[src/rtl/npc_pkg.sv]
`default_nettype none
// ============================================================================
//  Module  : npc_pkg
//  Purpose : Shared encodings and helpers for the next-PC / PC-register stage.
//            - br_op (3b) / j_op (2b) decode encodings
//            - default reset PC
//            - branch condition helper
//  Revision: 1.0  initial release
// ============================================================================
package npc_pkg;

  typedef enum logic [2:0] {
    BR_NONE = 3'd0,
    BR_BEQ  = 3'd1,
    BR_BNE  = 3'd2,
    BR_BLEZ = 3'd3,
    BR_BGTZ = 3'd4,
    BR_BLTZ = 3'd5,
    BR_BGEZ = 3'd6
  } br_op_e;

  // Encoding 3 is reserved and decodes as "no jump".
  typedef enum logic [1:0] {
    J_NONE = 2'd0,
    J_J    = 2'd1,
    J_JR   = 2'd2
  } j_op_e;

  localparam logic [31:0] RESET_PC_DEFAULT = 32'h0000_3000;

  // Branch condition from the ID-stage comparator flags.
  function automatic logic br_cond(input logic [2:0] op,
                                   input logic       zero,
                                   input logic       lt0,
                                   input logic       bg0);
    logic c;
    c = 1'b0;
    case (op)
      BR_BEQ:  c = zero;
      BR_BNE:  c = ~zero;
      BR_BLEZ: c = ~bg0;
      BR_BGTZ: c = bg0;
      BR_BLTZ: c = lt0;
      BR_BGEZ: c = ~lt0;
      default: c = 1'b0;
    endcase
    return c;
  endfunction

endpackage
`default_nettype wire

[src/rtl/npc_calc.sv]
`default_nettype none
// ============================================================================
//  Module  : npc_calc
//  Purpose : Combinational branch resolution for the instruction in ID.
//            Computes the branch condition, taken/redirect qualifiers, the
//            redirect target and the JR misalignment flag.
//  Ports   : in  id_valid, stall, br_op[2:0], j_op[1:0], cmp_zero/lt0/bg0,
//                id_pc[31:0], id_imm16[15:0], id_index26[25:0], id_rs[31:0]
//            out br_taken, redirect, target[31:0], misalign
//  Revision: 1.0  initial release
// ============================================================================
module npc_calc
  import npc_pkg::*;
(
  input  logic        id_valid,
  input  logic        stall,
  input  logic [2:0]  br_op,
  input  logic [1:0]  j_op,
  input  logic        cmp_zero,
  input  logic        cmp_lt0,
  input  logic        cmp_bg0,
  input  logic [31:0] id_pc,
  input  logic [15:0] id_imm16,
  input  logic [25:0] id_index26,
  input  logic [31:0] id_rs,
  output logic        br_taken,
  output logic        redirect,
  output logic [31:0] target,
  output logic        misalign
);

  logic        w_cond;
  logic        w_is_j;
  logic        w_is_jr;
  logic [31:0] w_id_pc_plus4;
  logic [31:0] w_br_off;

  assign w_cond        = br_cond(br_op, cmp_zero, cmp_lt0, cmp_bg0);
  assign w_is_j        = (j_op == J_J);
  assign w_is_jr       = (j_op == J_JR);
  assign w_id_pc_plus4 = id_pc + 32'd4;
  assign w_br_off      = {{14{id_imm16[15]}}, id_imm16, 2'b00};

  assign br_taken = id_valid & w_cond & ~stall;
  assign redirect = id_valid & ~stall & (br_taken | w_is_j | w_is_jr);

  // Jumps override branches when both are decoded (illegal combination).
  always_comb begin
    target = w_id_pc_plus4 + w_br_off;
    if (w_is_j) begin
      target = {w_id_pc_plus4[31:28], id_index26, 2'b00};
    end else if (w_is_jr) begin
      // Low bits are dropped; the misalign flag reports the event instead.
      target = {id_rs[31:2], 2'b00};
    end
  end

  assign misalign = redirect & w_is_jr & (id_rs[1:0] != 2'b00);

endmodule
`default_nettype wire

[src/rtl/npc_pc_unit.sv]
`default_nettype none
// ============================================================================
//  Module  : npc_pc_unit
//  Purpose : Next-PC / PC-register stage of the 5-stage MIPS pipeline.
//            Branches and jumps resolve in ID with one delay slot; the slot
//            instruction already in IF is never squashed.
//  Config  : BRANCH_STATS_EN - adds saturating counters stat_br, stat_taken,
//            stat_jump (CNT_W bits each).
//  Ports   : in  clk, reset (sync, active-high), stall, id_valid, br_op[2:0],
//                j_op[1:0], cmp_zero, cmp_lt0, cmp_bg0, id_pc[31:0],
//                id_imm16[15:0], id_index26[25:0], id_rs[31:0]
//            out pc[31:0] (registered), pc_plus4[31:0], redirect, br_taken,
//                pc_misalign (registered pulse)
//  Revision: 1.0  initial release
// ============================================================================
module npc_pc_unit
  import npc_pkg::*;
#(
  parameter logic [31:0] RESET_PC = RESET_PC_DEFAULT,
  parameter int          CNT_W    = 32
) (
  input  logic             clk,
  input  logic             reset,
  input  logic             stall,
  input  logic             id_valid,
  input  logic [2:0]       br_op,
  input  logic [1:0]       j_op,
  input  logic             cmp_zero,
  input  logic             cmp_lt0,
  input  logic             cmp_bg0,
  input  logic [31:0]      id_pc,
  input  logic [15:0]      id_imm16,
  input  logic [25:0]      id_index26,
  input  logic [31:0]      id_rs,
  output logic [31:0]      pc,
  output logic [31:0]      pc_plus4,
  output logic             redirect,
  output logic             br_taken,
  output logic             pc_misalign
`ifdef BRANCH_STATS_EN
  ,
  output logic [CNT_W-1:0] stat_br,
  output logic [CNT_W-1:0] stat_taken,
  output logic [CNT_W-1:0] stat_jump
`endif
);

  logic [31:0] r_pc;
  logic        r_misalign;
  logic        w_br_taken;
  logic        w_redirect;
  logic [31:0] w_target;
  logic        w_misalign;

  npc_calc u_calc (
    .id_valid   (id_valid),
    .stall      (stall),
    .br_op      (br_op),
    .j_op       (j_op),
    .cmp_zero   (cmp_zero),
    .cmp_lt0    (cmp_lt0),
    .cmp_bg0    (cmp_bg0),
    .id_pc      (id_pc),
    .id_imm16   (id_imm16),
    .id_index26 (id_index26),
    .id_rs      (id_rs),
    .br_taken   (w_br_taken),
    .redirect   (w_redirect),
    .target     (w_target),
    .misalign   (w_misalign)
  );

  assign pc          = r_pc;
  assign pc_plus4    = r_pc + 32'd4;
  assign pc_misalign = r_misalign;
  // Reset masks the qualifiers so no redirect is reported across reset.
  assign br_taken    = w_br_taken & ~reset;
  assign redirect    = w_redirect & ~reset;

  // Stall suppresses w_redirect inside npc_calc, so a held branch simply
  // re-evaluates with the current flags once the stall drops.
  always_ff @(posedge clk) begin
    if (reset) begin
      r_pc       <= RESET_PC;
      r_misalign <= 1'b0;
    end else if (stall) begin
      r_misalign <= 1'b0;
    end else if (w_redirect) begin
      r_pc       <= w_target;
      r_misalign <= w_misalign;
    end else begin
      r_pc       <= pc_plus4;
      r_misalign <= 1'b0;
    end
  end

`ifdef BRANCH_STATS_EN
  logic r_unused_none;
  logic w_ev_br;
  logic w_ev_taken;
  logic w_ev_jump;
  logic [CNT_W-1:0] r_stat_br;
  logic [CNT_W-1:0] r_stat_taken;
  logic [CNT_W-1:0] r_stat_jump;

  assign w_ev_br    = id_valid & ~stall & (br_op != BR_NONE);
  assign w_ev_taken = w_br_taken;
  assign w_ev_jump  = id_valid & ~stall & ((j_op == J_J) | (j_op == J_JR));

  // Counters saturate at all-ones rather than wrapping.
  always_ff @(posedge clk) begin
    if (reset) begin
      r_stat_br    <= '0;
      r_stat_taken <= '0;
      r_stat_jump  <= '0;
    end else begin
      if (w_ev_br && !(&r_stat_br))
        r_stat_br <= r_stat_br + CNT_W'(1);
      if (w_ev_taken && !(&r_stat_taken))
        r_stat_taken <= r_stat_taken + CNT_W'(1);
      if (w_ev_jump && !(&r_stat_jump))
        r_stat_jump <= r_stat_jump + CNT_W'(1);
    end
  end

  assign stat_br    = r_stat_br;
  assign stat_taken = r_stat_taken;
  assign stat_jump  = r_stat_jump;
`else
  // Keeps CNT_W referenced in builds without the counters.
  logic w_unused_cnt_w;
  assign w_unused_cnt_w = (CNT_W > 0);
`endif

endmodule
`default_nettype wire

[config.mk]
export PLATFORM = sky130hd
export DESIGN_NAME = npc_pc_unit
export DESIGN_NICKNAME = d
export VERILOG_FILES = /design/src/rtl/npc_pkg.sv /design/src/rtl/npc_calc.sv /design/src/rtl/npc_pc_unit.sv
export SDC_FILE = /design/constraint.sdc
export NUM_CORES = 1
export LEC_CHECK = 0
export BUFFER_PORTS_ARGS = -buffer_cell sky130_fd_sc_hd__buf_2
export CAP_MARGIN = 20
export CORE_MARGIN = 5
export CORE_UTILIZATION = 35
export CTS_BUF_LIST = sky130_fd_sc_hd__clkbuf_4 sky130_fd_sc_hd__clkbuf_8 sky130_fd_sc_hd__clkbuf_16
export DETAILED_ROUTE_END_ITERATION = 10
export HOLD_SLACK_MARGIN = 0.1
export PLACE_DENSITY = 0.66
export SYNTH_ARGS = -nofsm -noshare
export SYNTH_HDL_FRONTEND = slang
export SYNTH_HIERARCHICAL = 1
export SYNTH_SLANG_ARGS = --single-unit
[constraint.sdc]
create_clock -name clk -period 4.5 [get_ports clk]
set_clock_uncertainty 0.2 [all_clocks]
set_input_delay 0.225 -clock clk [delete_from_list [all_inputs] [get_ports clk]]
set_output_delay 0.225 -clock clk [all_outputs]
set_load 0.05 [all_outputs]
---- Yosys cells after proc, flatten, opt, wreduce, memory -nomap -nowiden ----
Index checks and enable logic that the tools add are counted.
storage, ports and cells
  input bits .............................. 118
  word-level logic and storage cells ...... 35
  memories kept ........................... 0
  ROM bits ................................ 0
  output and inout port bits .............. 67
  flip-flop bits (word level) ............. 33
  latch bits .............................. 0
  RAM bits ................................ 0
cells by class
  add/sub/neg operators ................... 3
  magnitude comparators ................... 0
  shift-type cells ........................ 0
  reductions and logical operators ........ 2
  divide/modulo/power cells ............... 0
  multiplexer cells ....................... 4
  bitwise gates (word level) .............. 16
  $mul .................................... 0
  eq/ne operators ......................... 8
operators by type and width
  cell                                                                    number
  32-bit 2-to-1 mux                                                       3
  32-bit by 3-bit adder with 32-bit output (second input constant)        2
  32-bit adder                                                            1
  3-bit equality test (second input constant)                             3
  1-bit bitwise AND                                                       8
  3-bit by 2-bit equality test with 1-bit output (second input constant)  2
  1-bit NOT                                                               6
  1-bit case mux with 6 select lines                                      1
  3-bit by 1-bit equality test with 1-bit output (second input constant)  1
  3-bit OR reduction                                                      1
  2-bit by 1-bit equality test with 1-bit output (second input constant)  1
  2-bit equality test (second input constant)                             1
  1-bit OR                                                                2
  2-bit nonzero test                                                      1

---- Longest topological paths before layout ----
Gate-level depths: netlist (run 1).
  depth in word-level cells ............... 9
  gate-level depth with buffers ........... 20
  depth with buffers taken out ............ 20

---- By module ----
The synthesis (run 1) kept the hierarchy.
modules (own cells, without submodules)
  module       seq. area each (um2)  area an instance (um2)  times used  cells an instance
  npc_calc     0.0                   3,254.4                 1           458
  npc_pc_unit  660.6                 2,451.1                 1           313

---- Worst setup path after synthesis (run 1) ----
Ideal clock, no wire load.
  kind .................................... input to register
  from .................................... in id_pc[5]
  to ...................................... reg r_pc[30] (netlist: pc[30])
  arrival time ............................ 3,368 ps
  path buffers ............................ 2
  stages .................................. 20
  setup time .............................. 128 ps
  data required time ...................... 4,172 ps
  slack ................................... 805 ps
  cells stage by stage .................... and3_1 -> buf_4 -> nand4_4 -> or2_1 -> buf_6 -> xnor2_1 -> ha_1 -> a21o_1 -> a21o_1 -> a21oi_1 -> o21ai_1 -> inv_1 -> o21bai_1 -> mux4_2 -> nor4_1 -> a21oi_1 -> a22oi_1 -> o21ai_0 -> mux2i_1 -> nor2_1
between the ends
  word-level cells in the longest chain between the ends .. 5
ends and longest elaborated chain
  element                                     line               source
  start: declaration                          npc_pc_unit.sv:31  input logic [31:0] id_pc,
  32-bit by 3-bit adder with 32-bit output *  npc_calc.sv:41     assign w_id_pc_plus4 = id_pc + 32'd4;
  32-bit adder                                npc_calc.sv:49     target = w_id_pc_plus4 + w_br_off;
  32-bit 2-to-1 mux                           npc_calc.sv:52     end else if (w_is_jr) begin
  32-bit 2-to-1 mux *                         npc_calc.sv:50     if (w_is_j) begin
  named net w_target[30]                      npc_pc_unit.sv:52  logic [31:0] w_target;
  32-bit 2-to-1 mux *                         npc_pc_unit.sv:88  end else if (w_redirect) begin
  end signal: assignment                      npc_pc_unit.sv:89  r_pc <= w_target;
  end signal: assignment                      npc_pc_unit.sv:92  r_pc <= pc_plus4;
  end: declaration                            npc_pc_unit.sv:48  logic [31:0] r_pc;
The timed path passes the listed nets; every way through them passes the cells marked *.
A chain may end at the register's enable or synchronous reset.

---- Final worst setup path (run 1) ----
  from .................................... in id_pc[4]
  to ...................................... reg r_pc[30] (netlist: pc[30])
Same word-level chain as after synthesis.

==> results of run 1 <==
-- through the flow --
stage          area [µm²]  setup WS (ps)   util  total power, mW  hold WS (ps)
2_1_floorplan        5710            805      -            0.931           237
3_3_place_gp         6690            312  0.420             1.14           297
3_5_place_dp         6690            277  0.420             1.15           319
4_1_cts              6840            577  0.429             1.50           104
5_1_grt              6850            167  0.429             1.59           129
6_report             6850            551  0.429             1.49           106
-- kinds of logic after synthesis --
kind of cell	count (synthesis)
DFF	33
and+or+nand+nor	296
AOI/OAI and AO/OA	223
muxes	35
adders and majority gates	37
xor gates and xnor gates	79
buffers and inverters	68
-- layer usage --
metal	wire length [µm]	GRT usage	part of all wire	vias up
li1	-	-	-	3160
met1	8790	0.276	0.46	2814
met2	8330	0.298	0.44	239
met3	1330	0.0219	0.070	31
met4	505	0.0615	0.027	0
met5	0	0	0	-
-- cell usage after synthesis, types with 14 or more instances --
cell,instances
nand3_1,36
inv_1,20
a21o_1,21
o21ai_0,26
a211oi_1,17
a31oi_1,14
and3_1,20
nand4_1,17
a21oi_1,65
clkbuf_1,26
xor2_1,25
a22oi_1,20
ha_1,36
nand2_1,52
and2_1,19
nor2_1,68
mux2i_1,29
xnor2_1,53
dfxtp_1,33
-- final cells by class --
| class | count | area [µm²] |
|---|---|---|
| fill | 1711 | 9100 |
| multi-input combinational | 670 | 4710 |
| timing repair buffer | 191 | 973 |
| sequential | 33 | 661 |
| tap | 216 | 270 |
| clock buffer | 6 | 139 |
| inverter | 20 | 75.1 |
| clock inverter | 1 | 7.51 |
| antenna | 3 | 7.51 |
-- report_power, final --
part / internal (mW) / switching (mW) / total (mW)
sequential: 0.312 / 0.0374 / 0.349
combinational: 0.292 / 0.507 / 0.799
clock: 0.217 / 0.130 / 0.346
-- flip-flops by register name, summed over array words and instances (netlist names) --
name / cells
pc: 32
pc_misalign: 1
-- tightest hold or removal path: stages --
cell and delay [ps]:
buf_2 70, and3_1 130, mux2i_1 60, nor2_1 70
-- placed cells by master, fill, tap and decap left out, drive strengths merged, types with 7 or more instances in the layout --
master and instances:
a21oi 67, o21bai 11, buf 191, a21o 21, inv 20, nand3 40, dfxtp 33, nor2b 12
o21ai 34, nor3 13, nand2 52, nor4 11, a211oi 18, nor2 70, xnor2 54, and3 22
or2 7, mux2i 29, and2 19, a22oi 20, ha 36, nand4 21, or3 10, a31oi 16
xor2 25
-- path summary, 6_finish.rpt --
path | depth (start not counted) | from | end
max | 19 | id_pc[4] | pc[30]
min | 4 | id_pc[0] | pc[0]
max reg2reg | 6 | pc[2] | pc[18]
min reg2reg | 2 | pc[1] | pc[1]
==> qor.txt, run 1 <==
placed instance count = 1130
largest family of logic cells by synthesized area = simple AND/OR/NAND/NOR gates
library cells used by synthesis = 80
drt pass-1 iters = 5
Seq cells post-synth = 33
critical path cell sequence = buf_2 > and3_1 > nand4_4 > or2_1 > xnor2_1 > ha_1 > a21o_1 > a21o_1 > a21oi_1 > o21ai_1 > inv_1 > o21bai_1 > mux4_2 > nor4_1 > a21oi_1 > a22oi_1 > o21ai_0 > mux2i_1 > nor2_1
post-layout net count = 1076
Largest stage delay, worst path = 460 ps
pin count of the biggest net entering global routing = 54
XOR/XNOR Fraction of Synth Area = 0.123
RSZ-0062 raised after global routing = false
cell row count = 46
Yosys top cell area share = 0.116
DRT Wirelength = 19000 µm
sequential area share after synthesis = 0.116
clk_lat worst skew = 280 ps
Fmax = 253 MHz
syn_nets = 926
Longest Clk Path Bufs = 2
Sink Count = 33
Worst Setup End Kind = flip-flop
DRC viols = 0
vias in the first global route = 5756
Iter 0 DRT Violations = 371
final setup violating endpoints = 0
top_reg_cell synth = dfxtp_1
Slew headroom = 0.433
Tcrit/Tclk final = 0.878
synthesized area per cell = 7.40 µm²
die width = 138 µm
hold buffers post-CTS = 0
CP Max Fanout = 8
delay-heaviest family, CP = simple AND/OR/NAND/NOR gates
initial core utilization = 0.358
max-cap violation count = 0
post-synthesis compound-gate area fraction = 0.265
TritonCTS Buffers = 5
Static Leak = 3.05 nW
worst path required time = 4450 ps
status = finished clean
Post-DP HPWL = 15300 µm
worst hold-check path type = input pin to flip-flop
CP bufs+invs = 2
post-DR wirelength/cell = 16.6 µm
Total Die Area = 19000 µm²
CP arrival = 3900 ps
Ports = 185
Via density = 5.48
core area = 15900 µm²
final max-slew violation count = 0
fin cells = 1140
Synth-to-Final Area Change = 20.0%
WS Path Type = input pin to flip-flop
GRT Overall Usage = 0.192
largest cells by area after synthesis = dfxtp_1 (12%), xnor2_1 (8.1%), ha_1 (7.9%), a21oi_1 (5.7%), mux2i_1 (5.1%)
Worst R2R Setup Slack = 1560 ps
Die Ht = 138 µm
CP max-delay cell = mux4_2
mux contribution to synthesized area = 0.0654
post-synthesis adder-cell area fraction = 0.0825
# port buffers = 184
Cells after Synth = 771
via count = 6244
Final Hold Fails = 0
EDFF count, synth = 0
synthesized cell area = 5710 µm²
root buffer cell = clkbuf_16
initial antenna violation count = 3
Worst-Margin Slew = 847 ps
Yosys top cell by area = dfxtp_1
share of layout cells above drive strength 1 = 0.264
setup bufs post-CTS = 0
crit start category = input pin
Resize count post-CTS = 0
Yosys warnings = 6
global-route wire length before repair = 29400 µm
Max VDD drop = 179 µV
H-tree levels = 2
Async SR Flop Fraction = 0
Post-Synth Simple-Gate Area = 0.290
PwrDens = 218 nW/µm²
fin crit period = 3950 ps
number of nets still failing antenna checks after routing = 0
clock-pin slew on the worst setup and hold paths = 60 ps
CTS tree = built
final global-route overflow total = 0
Setup TNS = 0 ps
routability cong. = 0.888
(Power assumes the default switching activity.)
==> run 2, diff against run 1 <==
--- a/config.mk
+++ b/config.mk
@@ -9,7 +9,7 @@
 export CAP_MARGIN = 20
 export CORE_MARGIN = 5
 export CORE_UTILIZATION = 35
-export CTS_BUF_LIST = sky130_fd_sc_hd__clkbuf_4 sky130_fd_sc_hd__clkbuf_8 sky130_fd_sc_hd__clkbuf_16
+export CTS_BUF_LIST = sky130_fd_sc_hd__clkbuf_8
 export DETAILED_ROUTE_END_ITERATION = 10
 export HOLD_SLACK_MARGIN = 0.1
 export PLACE_DENSITY = 0.66
==> run 2 against run 1 <==
Register-to-register slack lost 40 ps; setup slack gained 27 ps; first-iteration DRC count up 30%; critical endpoint unchanged; routed wire length is 0.12% lower; cell area fell by 0.71%; critical path type unchanged; highest routed layer unchanged; largest power group unchanged.
==> qor.txt, run 2 (synthesis gave the netlist of run 1 again) <==
core area = 15900 µm² (unchanged)
post-DR wirelength/cell = 16.6 µm (-0.12%)
clock-pin slew on the worst setup and hold paths = 80 ps (+20 ps)
initial core utilization = 0.358 (unchanged)
die width = 138 µm (unchanged)
vias in the first global route = 5735 (-0.36%)
Ports = 185 (unchanged)
status = finished clean
Tcrit/Tclk final = 0.871 (-0.00608)
number of nets still failing antenna checks after routing = 0 (unchanged)
Static Leak = 3.03 nW (-0.71%)
crit start category = input pin
worst path required time = 4470 ps (+20 ps)
Total Die Area = 19000 µm² (unchanged)
Final Power = 1.39 mW (-7.1%)
GRT Overall Usage = 0.192 (+0.000229)
Place WS = 277 ps (unchanged)
DRT Wirelength = 18900 µm (-0.12%)
final global-route overflow total = 0 (unchanged)
Worst-Margin Slew = 885 ps (+37.4 ps)
# port buffers = 184 (unchanged)
multi-input logic area = 4710 µm² (unchanged)
Longest Clk Path Bufs = 2 (unchanged)
Resize count post-CTS = 0 (unchanged)
max-cap violation count = 0 (unchanged)
Via density = 5.45 (-0.58%)
share of layout cells above drive strength 1 = 0.264 (-0.000286)
Filler cells = 1716 (+0.29%)
clk_lat worst skew = 300 ps (+20 ps)
worst hold-check path type = input pin to flip-flop
most common cell after layout, fill and taps aside = buf_2
Setup TNS = 0 ps (unchanged)
Die Ht = 138 µm (unchanged)
PwrDens = 204 nW/µm² (-6.5%)
WS Path Type = input pin to flip-flop
Final Util = 0.426 (-0.00306)
Final Instance Area = 6800 µm² (-0.71%)
Final Hold Fails = 0 (unchanged)
Max VDD drop = 131 µV (-27%)
pin count of the biggest net entering global routing = 54 (unchanged)
most frequent cells in the layout = buf_2 (184), nor2_1 (68), a21oi_1 (65)
Worst Setup End Kind = flip-flop
cell row count = 46 (unchanged)
fin cells = 1140 (unchanged)
final setup violating endpoints = 0 (unchanged)
register area = 661 µm² (unchanged)
root buffer cell = clkbuf_8
initial antenna violation count = 2 (-1)
global-route wire length before repair = 29400 µm (+0.19%)
via count = 6208 (-0.58%)
setup ws final = 578 ps (+27.4 ps)
DRC viols = 0 (unchanged)
Fmax = 255 MHz (+0.70%)
Slew headroom = 0.408 (-0.0250)
max FFs per register = 32 (unchanged)
CP Max Fanout = 8 (unchanged)
RSZ-0062 raised after global routing = false
Post-DP HPWL = 15300 µm (unchanged)
CP arrival = 3890 ps (about the same)
post-layout net count = 1077 (+0.093%)
Iter 0 DRT Violations = 483 (+30%)
dpl cell area = 6690 µm² (unchanged)
fin crit period = 3920 ps (-27.4 ps)
CTS tree = built
final max-slew violation count = 0 (unchanged)
Fin Hold WS = 109 ps (+2.98 ps)
Synth-to-Final Area Change = 19.1%
TritonCTS Buffers = 5 (unchanged)
routability cong. = 0.888 (unchanged)
Sink Count = 33 (unchanged)
placed instance count = 1130 (unchanged)
H-tree levels = 2 (unchanged)
drt pass-1 iters = 5 (unchanged)
run 2: cell types whose count changed in the layout (fill, tap and decap cells not counted):
cell           before  now
clkbuf_8            1    6
dlygate4sd3_1       0    1
diode_2             3    2
clkbuf_16           5    0
run 2: routing by layer:
metal,global-route usage,share of wire
met1,0.279,0.47
met2,0.299,0.44
met3,0.0197,0.063
met4,0.0582,0.023
met5,0,0
run 2: layout make-up:
cell class / instances / area share
clock buffers: 6 / 0.0121
inverters: 20 / 0.0110
multi-input cells: 670 / 0.693
well taps: 216 / 0.0398
flip-flops and latches: 33 / 0.0972
repair buffers: 192 / 0.145
diodes: 2 / 0.000736
clock inverters: 1 / 0.00110
run 2: worst paths after layout:
path                               start           to  slack [ps]  depth (start not counted)
worst min-delay path            id_rs[0]  pc_misalign         110                          4
worst max-delay path            id_pc[4]       pc[30]         580                         19
worst min register to register     pc[1]        pc[1]         330                          2
worst max register to register     pc[2]       pc[18]        1520                          6
run 2: power by group:
group / switching [mW] / leakage [nW] / internal, mW
clock network: 0.119 / 0.0433 / 0.121
registers: 0.0373 / 0.269 / 0.311
logic: 0.507 / 2.71 / 0.293
run 2: what timing repair did:
item / in CTS / in global routing
setup buffers: 0 / 0
hold endpoints to repair: 1 / 0
hold buffers: 1 / 0
run 2: critical path: stages:
cell	delay, ps
buf_2	110
and3_1	380
nand4_4	180
or2_1	360
xnor2_1	160
ha_1	360
a21o_1	200
a21o_1	170
a21oi_1	180
o21ai_1	130
inv_1	90
o21bai_1	70
mux4_2	460
nor4_1	270
a21oi_1	70
a22oi_1	160
o21ai_0	120
mux2i_1	150
nor2_1	50
